$ cat config.mk
export PLATFORM = sky130hd
export DESIGN_NAME = instr_fetch_unit
export DESIGN_NICKNAME = d
export VERILOG_FILES = /design/src/rtl/ifu_pkg.sv /design/src/rtl/ifu_fifo.sv /design/src/rtl/instr_fetch_unit.sv
export SDC_FILE = /design/constraint.sdc
export NUM_CORES = 1
export LEC_CHECK = 0
export ABC_AREA = 1
export ABC_CLOCK_PERIOD_IN_PS = 5450
export CELL_PAD_IN_SITES_DETAIL_PLACEMENT = 1
export CELL_PAD_IN_SITES_GLOBAL_PLACEMENT = 2
export CORE_UTILIZATION = 37
export CTS_BUF_LIST = sky130_fd_sc_hd__clkbuf_16
export CTS_CLUSTER_SIZE = 8
export DETAILED_ROUTE_END_ITERATION = 6
export PLACE_DENSITY = 0.81
export RECOVER_POWER = 25
export SYNTH_ARGS = -nofsm -noshare
export SYNTH_HDL_FRONTEND = slang
export SYNTH_SLANG_ARGS = --single-unit
$ cat constraint.sdc
create_clock -name clk -period 5.45 [get_ports clk]
set_clock_uncertainty 0.15 [all_clocks]
set_input_delay 1.635 -clock clk [delete_from_list [all_inputs] [get_ports clk]]
set_output_delay 1.635 -clock clk [all_outputs]
set_load 0.05 [all_outputs]
$ cat src/rtl/ifu_pkg.sv
// Shared instruction-format definitions for fetch, decode and execute.
// 16-bit words: opcode[15:12], rd[11:8], rs1[7:4], rs2[3:0].
package ifu_pkg;
  localparam int INSTR_W = 16;

  localparam logic [3:0] OP_ADD  = 4'h1;
  localparam logic [3:0] OP_SUB  = 4'h2;
  localparam logic [3:0] OP_LOAD = 4'h3;
  localparam logic [3:0] OP_HALT = 4'hF;

  localparam int OPC_MSB = 15;
  localparam int OPC_LSB = 12;
  localparam int RD_MSB  = 11;
  localparam int RD_LSB  = 8;
  localparam int RS1_MSB = 7;
  localparam int RS1_LSB = 4;
  localparam int RS2_MSB = 3;
  localparam int RS2_LSB = 0;

  typedef enum logic {
    ST_RUN  = 1'b0,
    ST_HALT = 1'b1
  } ifu_state_e;

  function automatic logic [3:0] opcode_of(input logic [INSTR_W-1:0] instr);
    return instr[OPC_MSB:OPC_LSB];
  endfunction
endpackage

$ cat src/rtl/ifu_fifo.sv
// Synchronous FIFO with clear; head is combinational from storage (first-word fall-through).
// DEPTH must be a power of two so the pointers wrap naturally.
module ifu_fifo #(
  parameter  int WIDTH = 8,
  parameter  int DEPTH = 4,
  localparam int AW    = $clog2(DEPTH),
  localparam int CW    = $clog2(DEPTH + 1)
) (
  input  logic             clk,
  input  logic             rst_n,
  input  logic             push,
  input  logic             pop,
  input  logic             clear,
  input  logic [WIDTH-1:0] wdata,
  output logic [WIDTH-1:0] rdata,
  output logic             full,
  output logic             empty,
  output logic [CW-1:0]    count
);
  logic [DEPTH-1:0][WIDTH-1:0] mem_q;
  logic [AW-1:0]               wptr_q, rptr_q;
  logic [CW-1:0]               count_q;
  logic                        do_push, do_pop;

  assign empty   = (count_q == '0);
  assign full    = (count_q == CW'(DEPTH));
  assign count   = count_q;
  assign rdata   = mem_q[rptr_q];
  assign do_pop  = pop & ~empty;
  // A full FIFO still takes a push when the head leaves in the same cycle.
  assign do_push = push & (~full | do_pop);

  always_ff @(posedge clk or negedge rst_n) begin
    if (!rst_n) begin
      mem_q   <= '0;
      wptr_q  <= '0;
      rptr_q  <= '0;
      count_q <= '0;
    end else if (clear) begin
      wptr_q  <= '0;
      rptr_q  <= '0;
      count_q <= '0;
    end else begin
      if (do_push) begin
        mem_q[wptr_q] <= wdata;
        wptr_q        <= wptr_q + 1'b1;
      end
      if (do_pop) rptr_q <= rptr_q + 1'b1;
      count_q <= count_q + CW'(do_push) - CW'(do_pop);
    end
  end
endmodule

$ cat src/rtl/instr_fetch_unit.sv
// Fetch stage: owns the PC, issues in-order imem requests, queues returned words for decode.
// Define IFU_HALT_DECODE_EN to stop fetching after a pushed HALT (opcode 4'hF) until the next flush.
module instr_fetch_unit #(
  parameter int PC_W    = 8,
  parameter int DEPTH   = 4,
  parameter int INSTR_W = ifu_pkg::INSTR_W
) (
  input  logic               clk,
  input  logic               reset,
  output logic               imem_req,
  output logic [PC_W-1:0]    imem_addr,
  input  logic               imem_gnt,
  input  logic               imem_rvalid,
  input  logic [INSTR_W-1:0] imem_rdata,
  output logic               out_valid,
  output logic [INSTR_W-1:0] out_instr,
  output logic [PC_W-1:0]    out_pc,
  input  logic               out_ready,
  input  logic               flush,
  input  logic [PC_W-1:0]    flush_pc,
  output logic               halted
);
  import ifu_pkg::*;

  localparam int CW = $clog2(DEPTH + 1);
  localparam int QW = PC_W + INSTR_W;

  ifu_state_e      state_q, state_d;
  logic [PC_W-1:0] pc_q, pc_d;
  logic [CW-1:0]   inflight_q, inflight_d;
  logic [CW-1:0]   drop_q, drop_d;
  logic [CW-1:0]   q_count, tag_count;
  logic [CW:0]     occupancy;
  logic            q_full, q_empty, tag_full, tag_empty;
  logic [QW-1:0]   q_rdata;
  logic [PC_W-1:0] tag_pc;
  logic            accept, rsp_keep, push, pop, halt_st;
  logic            unused_flags;

  assign halt_st   = (state_q == ST_HALT);
  assign occupancy = {1'b0, q_count} + {1'b0, inflight_q};

  // Reset gates the request combinationally so it falls as soon as reset asserts.
  assign imem_req  = reset && (occupancy < (CW+1)'(DEPTH)) && !flush && !halt_st;
  assign imem_addr = pc_q;
  assign accept    = imem_req & imem_gnt;

  assign rsp_keep  = imem_rvalid && (drop_q == '0);
  assign push      = rsp_keep && !halt_st && !flush;
  assign out_valid = !q_empty;
  assign pop       = out_valid && out_ready && !flush;

  assign out_pc    = q_rdata[QW-1:INSTR_W];
  assign out_instr = q_rdata[INSTR_W-1:0];

  // Tags follow requests in order; dropped (stale) responses never consume one
  // because the flush that made them stale also cleared the tag FIFO.
  ifu_fifo #(.WIDTH(PC_W), .DEPTH(DEPTH)) u_tag_fifo (
    .clk   (clk),
    .rst_n (reset),
    .push  (accept),
    .pop   (rsp_keep),
    .clear (flush),
    .wdata (pc_q),
    .rdata (tag_pc),
    .full  (tag_full),
    .empty (tag_empty),
    .count (tag_count)
  );

  ifu_fifo #(.WIDTH(QW), .DEPTH(DEPTH)) u_data_fifo (
    .clk   (clk),
    .rst_n (reset),
    .push  (push),
    .pop   (pop),
    .clear (flush),
    .wdata ({tag_pc, imem_rdata}),
    .rdata (q_rdata),
    .full  (q_full),
    .empty (q_empty),
    .count (q_count)
  );

  assign unused_flags = ^{q_full, tag_full, tag_empty, tag_count};

  always_comb begin
    pc_d       = pc_q;
    inflight_d = inflight_q + CW'(accept) - CW'(imem_rvalid);
    drop_d     = drop_q;
    if (flush) begin
      pc_d   = flush_pc;
      drop_d = inflight_q - CW'(imem_rvalid);
    end else begin
      if (accept) pc_d = pc_q + 1'b1;
      if (imem_rvalid && (drop_q != '0)) drop_d = drop_q - 1'b1;
    end
  end

  always_comb begin
    state_d = state_q;
    unique case (state_q)
      ST_RUN: begin
`ifdef IFU_HALT_DECODE_EN
        if (push && (opcode_of(imem_rdata) == OP_HALT)) state_d = ST_HALT;
`endif
      end
      ST_HALT: if (flush) state_d = ST_RUN;
    endcase
  end

  always_ff @(posedge clk or negedge reset) begin
    if (!reset) begin
      pc_q       <= '0;
      inflight_q <= '0;
      drop_q     <= '0;
      state_q    <= ST_RUN;
    end else begin
      pc_q       <= pc_d;
      inflight_q <= inflight_d;
      drop_q     <= drop_d;
      state_q    <= state_d;
    end
  end

`ifdef IFU_HALT_DECODE_EN
  assign halted = halt_st;
`else
  assign halted = 1'b0;
`endif
endmodule

# Yosys cells after proc, flatten, opt, wreduce, memory -nomap -nowiden
# Cells that the tools add are included.
# totals
n_memories,0
latch_bits,0
regBits,157
romBits,0
in_bits,30
elab_cells,105
ramBits,0
# classes
n_addsub,14
mul,0
n_shift,0
eq_ne,2
mux,26
n_lt_le_gt_ge,7
bitwise,12
n_reduce_logical,26
div_mod_pow,0
# ops
operator,count
$bwmux 96,1
$bmux 24 s2,1
$demux 24 s2,1
$mux 24,2
$bwmux 32,1
$mux 8,4
$bmux 8 s2,1
$demux 8 s2,1
$mux 2,8
$lt 2x3->1 const B,4
$mux 3,4
$reduce_bool 2->1,6
$sub 3x1->3,4
$logic_and 1x1->1,11
$add 3x1->3,3
$logic_not 3->1,3
$add 2x1->2 const B,4
$add 8x1->8 const B,1
$eq 3x3->1 const B,2
$and 1x1->1,5
$not 1->1,5
$add 3x3->4,1
$ge 2x1->1 const B,2
$lt 4x3->1 const B,1
6 further kinds,11

# Depth between registers and ports, before layout
# logic_depth
ltp_word,10
depth_mapped,13

# By module
# From an unflattened synthesis, not the netlist that was laid out.
# unflattened
hier_cells,979
hier_area_um2,7800.0
# modules_own_cells
module,instances,cells_each,seq_area_each_um2,area_each_um2
ifu_fifo (u_data_fifo),1,598,2577.5,4745.8
ifu_fifo (u_tag_fifo),1,236,975.9,1920.6
instr_fetch_unit,1,145,375.4,1133.6

# Worst setup path after synthesis
# No wires, ideal clock.
# synth_timing
path_type,in2out
start,input flush
end,output imem_req
path_stages,3
arrival_time_ns,2.284
path_buffers,0
t_required_ns,3.665
path_slack_ns,1.381
path_cell_list,inv_2 -> nand3_1 -> nor2_2
# synth_via
elab_chain_len,3
# synth_rtl
item,line_no,text
"start, declared",instr_fetch_unit.sv:19,"input logic flush,"
$logic_not 1->1,instr_fetch_unit.sv:44,assign imem_req = reset && (occupancy < (CW+1)'(DEPTH)) && !flush && !halt_st;
$logic_and 1x1->1 (2 in a row),instr_fetch_unit.sv:44,
"end, declared",instr_fetch_unit.sv:10,"output logic imem_req,"
# Every way passes these cells.

# Final worst setup path
# Ends and elaborated chain as after synthesis.

==> metrics.md <==
| Metric | Value |
|---|---|
| Largest net degree at the start of global routing | 144 |
| Hold Fails Final Rpt | 0 |
| GR Util All Layers | 22.0% |
| Hpwl dp | 12.9 mm |
| Failing checks | capacitance limit, slew limit |
| Kind of start point of the critical path | input port |
| Pre-CTS setup slack | 855 ps |
| YS warnings | 0 |
| Slew headroom | -35.6% |
| Via count | 6,363 |
| Most common library cell in the layout ignoring fill and taps | nand2_1 |
| Pwr per Cell Area | 509 nW/um^2 |
| Yosys top cell by area | dfrtp_1 |
| Most frequent cells in the layout | nand2_1, dfrtp_1, nor2_1 |
| Global-route wire length before repair | 36.2 mm |
| Critical Path RT | 3670 ps |
| # setup viols final | 0 |
| Fmax | 222 MHz |
| Final Util | 43.8% |
| Initial DRC count | 339 |
| Clk root buf | clkbuf_16 |
| Area delta synth->final | 16.5% |
| Hold path startpoint | u_data_fifo.mem_q[34] |
| Hold Crit Class | register to register |
| Routed Antenna Nets | 0 |
| Slew @ Worst Pin | 2030 ps |
| Grt ovf | 0 |
| Drt pass-1 iters | 4 |
| Reg clk slew, reported paths | 60 ps |
| Die height | 145 um |
| Clk sinks | 157 |
| Vias in the first global route | 6,604 |
| Post-synthesis area per instance | 7.96 um^2 |
| Setup tns final | 0 ps |
| Status | finished with violations |
| Clock period minus worst slack | 4510 ps |
| Fin. max-slew vios | 144 |
| Yosys cell types | 28 |
| Synth area leaders | dfrtp_1, nand2_1, o21ai_0 |
| Row count | 52 |
| DR vias/cell | 4.97 |
| Number of buffers created by CTS | 17 |
| Synthesized cell area | 7620 um^2 |
| Drt drc | 0 |
| CORE AREA | 20,200 um^2 |
| Antenna violations before repair | 0 |
| Die width | 145 um |
| Hold Path Cell Cnt | 2 |
| Post-CTS setup buffers | 0 |
| # IOs | 65 |
| Critical path type | input port to primary output |
| Layout cell share with drive strength beyond 1 | 8.03% |
| Clock tree buffer depth | 2 |
| Worst reg2reg startpoint | u_data_fifo.count[1] |
| Diode count | 0 |
| Fin crit share | 82.7% |
| Syn Nets | 1,011 |
| Routability cong. | 0.731 |
| CTS resizes | 0 |
| Critical-path maximum fanout | 6 |
| Critical R2R Capture | inflight_q[2] |
| H-tree Lvls | 4 |
| Setup repair after global routing missed its margin | false |
| Initial Utilization | 37.6% |
| WL final | 21.7 mm |
| Port Buffers | 63 |
| Worst R2R Path Depth | 12 |
| #FFs+latches synth | 157 |
| Reg-to-reg slack, setup | 2510 ps |
| Mapped Cells | 957 |
| CP arrival | 2720 ps |
| Nets@finish | 1,050 |
| Fillers | 2,459 |
| Hold_buf cts | 0 |
| Worst setup EP type | primary output |
| Synth top area share | 51.6% |
| Die ar. | 21,200 um^2 |
| Pleak | 4.69 nW |
| Wire length per cell | 17.0 um |
| Post-synthesis sequential area ratio | 51.6% |
| Clock latency on the worst-skew pair | 420 ps |
| Peak supply drop | 0.205 mV |
| Hold endpoint | u_data_fifo.mem_q[34] |
| # Max-Cap Violations | 1 |
| CTS tree | done |
| Worst setup margin | 943 ps |
[metal layers]
metal	routed length, um	vias to the layer above	track usage, %
li1	-	3123	-
met1	10200	3121	28.4
met2	10700	95	38.0
met3	599	24	3.48
met4	290	0	6.26
met5	0	-	0
[synthesized netlist by cell type, drive strengths merged]
cell type and instances:
nand2 404, dfrtp 157, nor2 92, o21ai 72, nand3 58, inv 40, o22ai 32, buf 28
clkbuf 24, ha 21, xor2 8, xnor2 6, nand4 5, a21oi 3, fa 3, conb 1
nand3b 1, nor3 1, o211ai 1
[worst max-delay path by stage]
| stage | slack, ps | depth (start not counted) | end | start |
|---|---|---|---|---|
| finish | 940 | 5 | imem_req | flush |
| global route | 830 | 5 | imem_req | flush |
| CTS | 910 | 5 | imem_req | flush |
| detailed placement | 850 | 13 | inflight_q[2] | flush |
| global placement | 930 | 5 | imem_req | flush |
| floorplan | 1380 | 3 | imem_req | flush |
[registers in the layout (all words and copies together), names as in the netlist, 3 cells and up]
signal             count
u_data_fifo.count      3
imem_addr              8
u_tag_fifo.mem_q      32
inflight_q             3
u_data_fifo.mem_q     96
u_tag_fifo.count       3
drop_q                 3
[where the power goes]
group,total (W),internal (W),switching [W]
logic,0.00185,0.000570,0.00128
clock network,0.00106,0.000571,0.000485
registers,0.00161,0.00142,0.000185
[area by class of cell]
type                            instances  area, um^2  area share, %
Inverter                               40         153           1.72
Clock buffer                           17         425           4.80
Tap cell                              270         338           3.81
Multi-Input combinational cell        708        3300           37.2
Sequential cell                       157        3930           44.3
Timing Repair Buffer                   72         646           7.28
Clock inverter                         15        85.1          0.959
[per-stage QoR]
step / instance area [um^2] / hold WS [ps] / total power, W / cells
floorplan: 7620 / 287 / 0.00290 / 957
global placement: 8380 / 299 / 0.00347 / 1247
detailed placement: 8380 / 304 / 0.00349 / 1247
CTS: 8890 / 319 / 0.00457 / 1279
global route: 8870 / 330 / 0.00481 / 1279
finish: 8870 / 318 / 0.00451 / 1279
[critical path: stages]
cell             delay [ps]
clkdlybuf4s50_1         430
inv_2                    70
nand3_1                  80
nor2_2                  310
buf_12                  190
[cells by family after synthesis]
| group | Yosys count | synth area share, % |
|---|---|---|
| other | 1 | 0.0492 |
| adders and majority gates | 24 | 4.24 |
| AOI/OAI and AO/OA | 108 | 7.66 |
| DFF | 157 | 51.6 |
| buffers and inverters | 92 | 5.14 |
| xor gates and xnor gates | 14 | 1.61 |
| and+or+nand+nor | 561 | 29.7 |
Note: power is estimated with default switching activity, not from simulation.
